--- src/rtl/gamma_cfg_sched_pkg.sv ---
// Shared gamma configuration definitions: selector codes, selector width,
// scheduler state encoding and a counter-width helper.
package gamma_cfg_sched_pkg;

  localparam int GAMMA_SEL_W = 5;

  // Code 0 is the pass-through (no curve) selector; the others pick a LUT curve.
  localparam logic [GAMMA_SEL_W-1:0] GAMMA_SEL_PASS = 5'd0;
  localparam logic [GAMMA_SEL_W-1:0] GAMMA_SEL_SRGB = 5'd1;
  localparam logic [GAMMA_SEL_W-1:0] GAMMA_SEL_BT709 = 5'd2;
  localparam logic [GAMMA_SEL_W-1:0] GAMMA_SEL_G22 = 5'd3;
  localparam logic [GAMMA_SEL_W-1:0] GAMMA_SEL_G24 = 5'd4;

  localparam logic [1:0] ST_IDLE  = 2'd0;
  localparam logic [1:0] ST_WAIT  = 2'd1;
  localparam logic [1:0] ST_APPLY = 2'd2;
  localparam logic [1:0] ST_HOLD  = 2'd3;

  function automatic int cnt_width(input int n);
    return (n <= 2) ? 1 : $clog2(n);
  endfunction

endpackage

--- src/rtl/gamma_cfg_sched_frame_edge_det.sv ---
// Polarity-corrects vsync and emits a one-cycle frame_start on its leading edge.
module gamma_cfg_sched_frame_edge_det #(
  parameter bit ACTIVE_LOW = 1'b1
) (
  input  logic clock,
  input  logic reset,
  input  logic vsync,
  output logic frame_start
);

  logic vs_act;
  logic vs_prev;

  assign vs_act = vsync ^ ACTIVE_LOW;

  // History resets to the inactive level so a vsync already active at reset
  // release still counts as a frame start.
  always_ff @(posedge clock) begin
    if (reset) vs_prev <= 1'b0;
    else       vs_prev <= vs_act;
  end

  assign frame_start = vs_act & ~vs_prev;

endmodule

--- src/rtl/gamma_cfg_sched.sv ---
// Applies gamma LUT selector changes only at frame starts, then holds each
// setting for HOLD_FRAMES frames; a cycle timeout stands in for missing vsync.
module gamma_cfg_sched
  import gamma_cfg_sched_pkg::*;
#(
  parameter int                   CFG_WIDTH        = GAMMA_SEL_W,
  parameter logic [CFG_WIDTH-1:0] RESET_CONFIG     = CFG_WIDTH'(GAMMA_SEL_PASS),
  parameter bit                   VSYNC_ACTIVE_LOW = 1'b1,
  parameter int                   HOLD_FRAMES      = 2,
  parameter int                   TIMEOUT_CYCLES   = 2000000
) (
  input  logic                 clock,
  input  logic                 reset,
  input  logic                 vsync,
  input  logic                 req_valid,
  input  logic [CFG_WIDTH-1:0] req_config,
  output logic                 req_ready,
  output logic [CFG_WIDTH-1:0] gamma_config,
  output logic                 cfg_ack,
  output logic                 busy,
  output logic                 timeout_flag
);

  localparam int TC_W = cnt_width(TIMEOUT_CYCLES);
  localparam int HC_W = cnt_width(HOLD_FRAMES + 1);
  localparam logic [TC_W-1:0] T_LAST = TC_W'(TIMEOUT_CYCLES - 1);

  logic [1:0]           state;
  logic [CFG_WIDTH-1:0] pending;
  logic [TC_W-1:0]      tcount;
  logic [HC_W-1:0]      hcount;
  logic                 forced;
  logic                 frame_start;
  logic                 accept;

  gamma_cfg_sched_frame_edge_det #(
    .ACTIVE_LOW(VSYNC_ACTIVE_LOW)
  ) u_edge (
    .clock      (clock),
    .reset      (reset),
    .vsync      (vsync),
    .frame_start(frame_start)
  );

  // Handshake: a request transfers on any cycle where req_valid and req_ready
  // are both high; req_ready is a pure decode of the state register.
  assign req_ready = (state == ST_IDLE) || (state == ST_WAIT);
  assign busy      = (state != ST_IDLE);
  assign accept    = req_valid && req_ready;

  always_ff @(posedge clock) begin
    if (reset) begin
      state        <= ST_IDLE;
      pending      <= RESET_CONFIG;
      tcount       <= '0;
      hcount       <= '0;
      forced       <= 1'b0;
      gamma_config <= RESET_CONFIG;
      cfg_ack      <= 1'b0;
      timeout_flag <= 1'b0;
    end else begin
      cfg_ack <= 1'b0;
      case (state)
        ST_IDLE: begin
          if (accept) begin
            if (req_config == gamma_config) begin
              cfg_ack <= 1'b1;
            end else begin
              pending <= req_config;
              tcount  <= '0;
              state   <= ST_WAIT;
            end
          end
        end
        ST_WAIT: begin
          if (accept) pending <= req_config;
          if (frame_start) begin
            forced <= 1'b0;
            state  <= ST_APPLY;
          end else if (tcount == T_LAST) begin
            forced <= 1'b1;
            state  <= ST_APPLY;
          end else begin
            tcount <= tcount + 1'b1;
          end
        end
        ST_APPLY: begin
          gamma_config <= pending;
          cfg_ack      <= 1'b1;
          timeout_flag <= forced;
          hcount       <= HC_W'(HOLD_FRAMES);
          tcount       <= '0;
          state        <= (HOLD_FRAMES == 0) ? ST_IDLE : ST_HOLD;
        end
        default: begin
          // A timeout counts as a frame so the hold cannot stall without vsync.
          if (frame_start || tcount == T_LAST) begin
            tcount <= '0;
            if (hcount <= HC_W'(1)) begin
              hcount <= '0;
              state  <= ST_IDLE;
            end else begin
              hcount <= hcount - 1'b1;
            end
          end else begin
            tcount <= tcount + 1'b1;
          end
        end
      endcase
    end
  end

endmodule

--- config.mk ---
export PLATFORM = sky130hd
export DESIGN_NAME = gamma_cfg_sched
export DESIGN_NICKNAME = d
export VERILOG_FILES = /design/src/rtl/gamma_cfg_sched_pkg.sv /design/src/rtl/gamma_cfg_sched_frame_edge_det.sv /design/src/rtl/gamma_cfg_sched.sv
export SDC_FILE = /design/constraint.sdc
export NUM_CORES = 1
export LEC_CHECK = 0
export CAP_MARGIN = 0
export CORE_MARGIN = 2
export CORE_UTILIZATION = 45
export DETAILED_ROUTE_END_ITERATION = 8
export SLEW_MARGIN = 20
export SYNTH_ARGS = -nofsm -noshare
export SYNTH_HDL_FRONTEND = slang
export SYNTH_SLANG_ARGS = --single-unit
--- constraint.sdc ---
create_clock -name clock -period 2.52 [get_ports clock]
set_input_delay 0.504 -clock clock [delete_from_list [all_inputs] [get_ports clock]]
set_output_delay 0.504 -clock clock [all_outputs]
set_load 0.05 [all_outputs]
==> run summary, run 1 <==
The run finished with clean final reports. On the critical path, the stage with the largest delay is an instance of sky130_fd_sc_hd__clkdlybuf4s50_1. Summing every instance area after synthesis gives 1962 sq um.

The fill cell instance count of the final layout is 416. The logs give 0 for the number of warnings printed during yosys synthesis and 16.19% for the all-layer global routing usage. After the first detailed-routing iteration, the DRC count stood at 68. The pin count of the biggest net entering global routing is 22, and the area used by multi-input combinational logic is 1091 sq um. The biggest area contributor in the post-synthesis netlist is sky130_fd_sc_hd__dfxtp_1. The peak per-stage delay on the critical path was 0.84 ns. STA classifies the critical path startpoint as a register. The congestion estimate from routability-driven global placement came to 0.7755. In the routed design, unresolved DRC markers number 0. Type of element capturing the critical path: an output port. The tools report the number of antenna violations at the first check in global routing as 0.

0 antenna diodes ended up in the layout. The via count of the routed design is 1521, and the final worst slack is 0.06057 ns. The die boundary width is 70.03 microns.

The number of nets in the synthesized netlist is 235. The clock drives 39 sinks. The clock transition at the register clock pins on the worst setup and hold paths after CTS came out at 0.08 ns. The number of CTS-inserted buffers is 5, and the number of buffers on the longest clock path is 2. Clock tree synthesis selected as its root buffer the cell sky130_fd_sc_hd__clkbuf_8.

The initial core utilization was 46.01%. Post-cts resize count: 0. The endpoint required time on the critical path was 2.02 ns. By startpoint and endpoint, the worst setup path is classified as reg2out. By area the synthesized netlist is led by sky130_fd_sc_hd__dfxtp_1, sky130_fd_sc_hd__nor2_1, sky130_fd_sc_hd__xnor2_1. Max-slew violation count: 0.

Relative to the synthesized area, the layout overhead comes to 15.63%. The number of I/O pins is 18. The cell with the most instances after synthesis was sky130_fd_sc_hd__nor2_1. Summing all flip-flop and latch instances after layout gives 780.7 sq um. The count of nets left with antenna violations once routing finished came out at 0. The die is 70.03 microns tall. The remaining max-slew budget at the tightest pin is 63.62%. The estimated wirelength of the detail-placed design is 2696 microns, and the average wire length per cell after detail routing is 12.40 microns. Setup repair after global routing left no endpoint under its margin. Routed wire length: 3659 microns. Of the synthesized area, sequential elements account for 39.80%. The commonest cells after synthesis are sky130_fd_sc_hd__nor2_1, sky130_fd_sc_hd__dfxtp_1, sky130_fd_sc_hd__xnor2_1. The path class of the tightest hold or removal check is reg2reg. The total area inside the core boundary comes to 4264 sq um. Synthesis handed over a netlist of 221 instances.

The die covers 4904 sq um. The most used flip-flop cell after synthesis is sky130_fd_sc_hd__dfxtp_1. After synthesis the netlist holds a flip-flop and latch count of 39. The count of unique library cells instantiated by Yosys is 36, and the final layout net count is 256.

Final critical path time including I/O delays and setup: 2.459 ns. The maximum fanout encountered on the critical timing path is 5. TritonCTS built the clock tree.

The share of the synthesized area in the top cell type is 39.80%, and the data arrival time of the critical path is 1.96 ns. Each instance of the synthesized netlist takes up on average 8.877 sq um. The tools report the final hold violation count as 0.

The tools report the clock latency of the later-clocked register in the worst-skew pair as 0.29 ns. The tool flagged a number of max-cap violations equal to 0. The number of detailed-routing iterations run before antenna repair is 4, and the average via count per standard cell is 5.156. The maximum clock frequency is 406.6 MHz, and the transition time of the tightest slew-check pin is 0.5415 ns. Post-CTS timing repair inserted 0 buffers for setup. The most used cell along the critical path is sky130_fd_sc_hd__inv_1.

CTS built an H-tree with a depth of 2. The run gives 0 ns as the total negative slack for setup checks. The tools report the peak supply drop as 0.4583 mV. During placement, the flow inserted port buffers numbering 17.

The tools report the number of buffers inserted for hold repair after clock tree synthesis as 0. For this run, asynchronously set or reset flops after synthesis account for 0%. The final critical path takes up 97.60% of the cycle. Dividing total power by cell area gives a power density of 781.3 nW/um^2. The clock arrives with 0.006308 ns of skew. The wire length of the first global-routing pass was 6417 microns. Setup violations remaining at the end of the flow were counted as 0.

The signal on the critical path passes through inv_1 -> ha_1 -> inv_1 -> clkdlybuf4s50_1. Summed over all layers, the global routing overflow is 0. The number of global-route vias before repair is 1438. The floorplan has 24 rows.

The ratio of cells with drive above 1 in the final layout is 10.29%, and the worst slack after detailed placement is 0.1482 ns. Counting flops with a built-in enable in the synthesized netlist gives 0. The leakage power is 0.0008079 uW.
registers in the layout, indices dropped and copies added, names as in the netlist:
| name | count |
|---|---|
| forced | 1 |
| timeout_flag | 1 |
| cfg_ack | 1 |
| tcount | 21 |
| u_edge.vs_prev | 1 |
| hcount | 2 |
| gamma_config | 5 |
| pending | 5 |
| state | 2 |
cells in the final DEF (no fill, tap or decap), drive strengths merged:
| master | instances |
|---|---|
| nand2 | 12 |
| mux2i | 11 |
| and4 | 1 |
| and2 | 2 |
| a31oi | 2 |
| a221oi | 1 |
| or3 | 2 |
| a311oi | 1 |
| nand2b | 2 |
| nor3 | 16 |
| xor2 | 8 |
| nor4 | 5 |
| nor4b | 3 |
| a21o | 3 |
| inv | 7 |
| and3 | 2 |
| o21ai | 6 |
| xnor2 | 15 |
| clkbuf | 8 |
| ha | 5 |
| clkdlybuf4s50 | 16 |
| buf | 6 |
| nor2 | 40 |
| nand3b | 2 |
| nand4 | 6 |
| dfxtp | 39 |
| nand3 | 12 |
| a21oi | 10 |
report_power, final:
group | total (uW) | internal (uW) | switching, uW
combinational | 605 | 207 | 398
sequential | 703 | 665 | 37.9
clock | 465 | 250 | 215
total | 1770 | 1120 | 651
metal layers:
layer / routed length (microns) / global-route usage, % / vias up / share of wire (%)
met5: 0 / 0 / - / 0
met2: 1646 / 24.87 / 9 / 45
met4: 52 / 6.197 / 0 / 1.4
met3: 99 / 4.762 / 7 / 2.7
li1: - / - / 800 / -
met1: 1861 / 21.46 / 705 / 51
through the flow:
stage / hold WS, ns / cells / total power, uW / utilization [%] / cell area (sq um)
floorplan: 0.4627 / 221 / 1195 / - / 1962
CTS: 0.4967 / 295 / 1783 / 53.20 / 2268
global route: 0.5340 / 295 / 1870 / 53.20 / 2268
global placement: 0.4779 / 287 / 1323 / 50.85 / 2168
finish: 0.4911 / 295 / 1772 / 53.20 / 2268
detailed placement: 0.4856 / 287 / 1322 / 50.85 / 2168
path summary, 6_finish.rpt:
path | from | end | slack (ns) | cells after the start
hold / removal | hcount[1]$_SDFFE_PP0P_ | hcount[1]$_SDFFE_PP0P_ | 0.49 | 2
hold reg to reg | hcount[1]$_SDFFE_PP0P_ | hcount[1]$_SDFFE_PP0P_ | 0.49 | 2
setup / recovery | state[0]$_SDFFE_PP0P_ | busy | 0.06 | 4
setup reg to reg | state[0]$_SDFFE_PP0P_ | tcount[15]$_SDFFE_PP0P_ | 0.50 | 8
worst max-delay path: cells and delay by family (launching register included):
| kind | cells | cell delay, ns |
|---|---|---|
| flops | 1 | 0.38 |
| fa+ha+maj | 1 | 0.21 |
| buf+inv | 3 | 1.08 |
final cells by class:
cell class | count | area share (%)
clock buffer | 8 | 4.413
sequential | 39 | 34.42
timing repair buffer | 22 | 9.046
multi-input combinational | 167 | 48.10
inverter | 7 | 1.158
tap | 52 | 2.868
cell families after synthesis:
group / count (synthesis) / synth area share (%)
xor+xnor: 23 / 10.27
mux: 11 / 5.612
simple gates: 105 / 29.14
fa+ha+maj: 5 / 3.189
compound gates: 23 / 7.398
flops: 39 / 39.80
buf+inv: 15 / 4.592
No activity file was read; power rests on OpenSTA's default activity.
==> run 2, diff against run 1 <==
--- a/config.mk
+++ b/config.mk
@@ -9,6 +9,7 @@
 export CORE_MARGIN = 2
 export CORE_UTILIZATION = 45
 export DETAILED_ROUTE_END_ITERATION = 8
+export SETUP_SLACK_MARGIN = 0.05
 export SLEW_MARGIN = 20
 export SYNTH_ARGS = -nofsm -noshare
 export SYNTH_HDL_FRONTEND = slang
==> run summary, run 2 (same netlist as run 1, synthesis figures left out) <==
The worst setup path is captured at an output port. Once routing completed, OpenROAD measured the worst setup slack at 0.4465 ns. Across the routed clock network, the largest skew measured is 0.006308 ns. The worst path needs 2.074 ns of the cycle, external delays included.

Buffers inserted during clock tree synthesis total 5. The routed design has 3660 microns of wire. The number of detailed-routing iterations run before antenna repair came out at 4. The logs give 0 for the post-route DRC violation count and 0 for the max-slew violation count. Most flop-heavy register: tcount.

For the final hold violation count, the log shows 0. After detailed routing, the number of vias per cell comes to 5.156. At the end of routability-driven placement, the weighted congestion stood at 0.7755. Leading cell type in the layout, fill and taps excluded: sky130_fd_sc_hd__nor2_1. The tools report the cell at the root of the clock tree as sky130_fd_sc_hd__clkbuf_8. TritonCTS built the clock tree.

For the post-cts resize count, the log shows 0. Number of levels in the clock H-tree: 2. For the number of violations of the max-capacitance limit, the log shows 0.

Among all stages on the critical path, the largest delay is contributed by sky130_fd_sc_hd__dlymetal6s2s_1. Startpoint type of the worst setup path: a register. The first global-routing pass estimated 6417 microns of wire. The clock passes through at most 2 buffers.

For the all-layer global routing usage, the log shows 16.19%. The run gives 0 as the number of antenna violations at the first check in global routing. The number of buffers inserted for hold repair after clock tree synthesis came out at 0. Post-CTS timing repair inserted 0 buffers for setup. The initial core utilization was 46.01%. For the placed instance count, the log shows 287. Together, buffers and inverters on the worst path number 3. The core region is 4264 sq um. Clock tree synthesis found a total of 39 sinks. 18 I/O pins were placed. Class of the most critical hold timing path: reg2reg. Peak supply drop: 0.4405 mV. For this design the ratio of total power to cell area is 780.0 nW/um^2. In this run the worst path has a maximum fanout of 5. In this design, the largest share of critical-path delay is due to buffers and inverters. Once detail routing completed, the nets flagged for antenna violations numbered 0.

For the pin with the worst max-slew slack, the measured transition is 0.5415 ns. The leakage power is 0.0008215 uW. In this run the tool buffered the top-level ports with 17 buffer cells.

Compared with the post-synthesis result, the final layout area differs by 15.75%. The logs give 0.50 ns for the setup slack on the worst flop-to-flop path and 68 for the initial detailed-routing violation count. The library cells used most frequently in the layout, excluding fill and tap cells, are sky130_fd_sc_hd__nor2_1, sky130_fd_sc_hd__dfxtp_1, sky130_fd_sc_hd__xnor2_1, sky130_fd_sc_hd__clkdlybuf4s50_1. The die height came out at 70.03 microns. Data on the critical path is required at its endpoint by 2.02 ns. The HPWL after detailed placement is 2696 microns.

The clock transition at the register clock pins on the worst setup and hold paths after CTS is 0.08 ns. The fill cell instance count of the final layout came out at 415. After layout, the design draws a total of 1771 uW. The net count of the finished layout is 256. The logs give 1438 for the number of global-route vias before repair and 482.3 MHz for the maximum clock frequency. The floorplan step defined a die boundary enclosing 4904 sq um. Headroom to the max-slew limit came out at 63.62%. The number of antenna diodes in the final layout is 0. Counting stages on the worst path, the most repeated cell is sky130_fd_sc_hd__inv_1.

The critical path goes through inv_1 -> ha_1 -> inv_1 -> dlymetal6s2s_1. The register with the most flip-flops in the layout has 21 of them. After detailed routing, the average wire length per cell comes to 12.41 microns. At the worst endpoint, the arrival time is 1.57 ns. Of the cells placed in the final design, the portion with a size suffix greater than 1 is 10.29%.

The run gives 0 ns as the total negative slack for setup checks. In this run the horizontal extent of the chip is 70.03 microns. For this run, the slowest stage of the critical path takes 0.46 ns.

The clock latency of the later-clocked register in the worst-skew pair was 0.29 ns. Hold is met by 0.4911 ns. The largest registers in the layout are tcount x21, gamma_config x5, pending x5. The part of the cycle the worst path needs came out at 82.28%.

For this run the aggregate overflow at the end of global routing stands at 0. Path type of the worst setup path: reg2out. After floorplanning, the core was divided into 24 placement rows.

Setup violations remaining at the end of the flow were counted as 0. Entering global routing, the biggest net connects 22 pins. Setup repair after global routing left no endpoint under its margin.

Timing analysis after detailed placement gives a worst setup slack of 0.1482 ns. The logs give 1521 for the via count of the routed design and 295 for the number of standard cells in the final layout excluding fillers. The flow ran to the end, and the final reports show no timing, DRC or antenna violations.
-- run 2: worst reg2reg max path, delay by kind of cell, from the launching register on --
family	cells	cell delay, ns
AOI/OAI and AO/OA	2	0.46
DFF	1	0.38
adders and majority gates	1	0.21
buffers and inverters	2	0.24
and+or+nand+nor	3	0.68
-- run 2: worst paths after layout --
path	end	cells past startpoint	from
worst max-delay path	busy	4	state[0]$_SDFFE_PP0P_
worst min-delay path	hcount[1]$_SDFFE_PP0P_	2	hcount[1]$_SDFFE_PP0P_
worst max register to register	tcount[15]$_SDFFE_PP0P_	8	state[0]$_SDFFE_PP0P_
worst min register to register	hcount[1]$_SDFFE_PP0P_	2	hcount[1]$_SDFFE_PP0P_
-- run 2: cell type report --
cell class	count	area [sq um]	area share (%)
sequential	39	780.7	34.38
tap	52	65.06	2.865
inverter	7	26.28	1.157
timing repair buffer	22	207.7	9.146
clock buffer	8	100.1	4.408
multi-input combinational	167	1091	48.04
-- run 2: metal layers --
metal  global-route usage, %  share of wire (%)  routed length, microns
met5                       0                  0                       0
met4                   6.197                1.4                      52
met3                   4.762                2.7                      99
met2                   24.87                 45                    1646
met1                   21.46                 51                    1861
-- run 2: report_power, final --
part           total [uW]  switching (uW)  internal (uW)
sequential            703            37.9            665
combinational         604             398            206
clock                 464             215            250
total                1770             651           1120
-- run 2: stage by stage --
stage	util (%)	instance area, sq um
floorplan	-	1962
global placement	50.85	2168
detailed placement	50.85	2168
CTS	53.20	2268
global route	53.26	2271
finish	53.26	2271
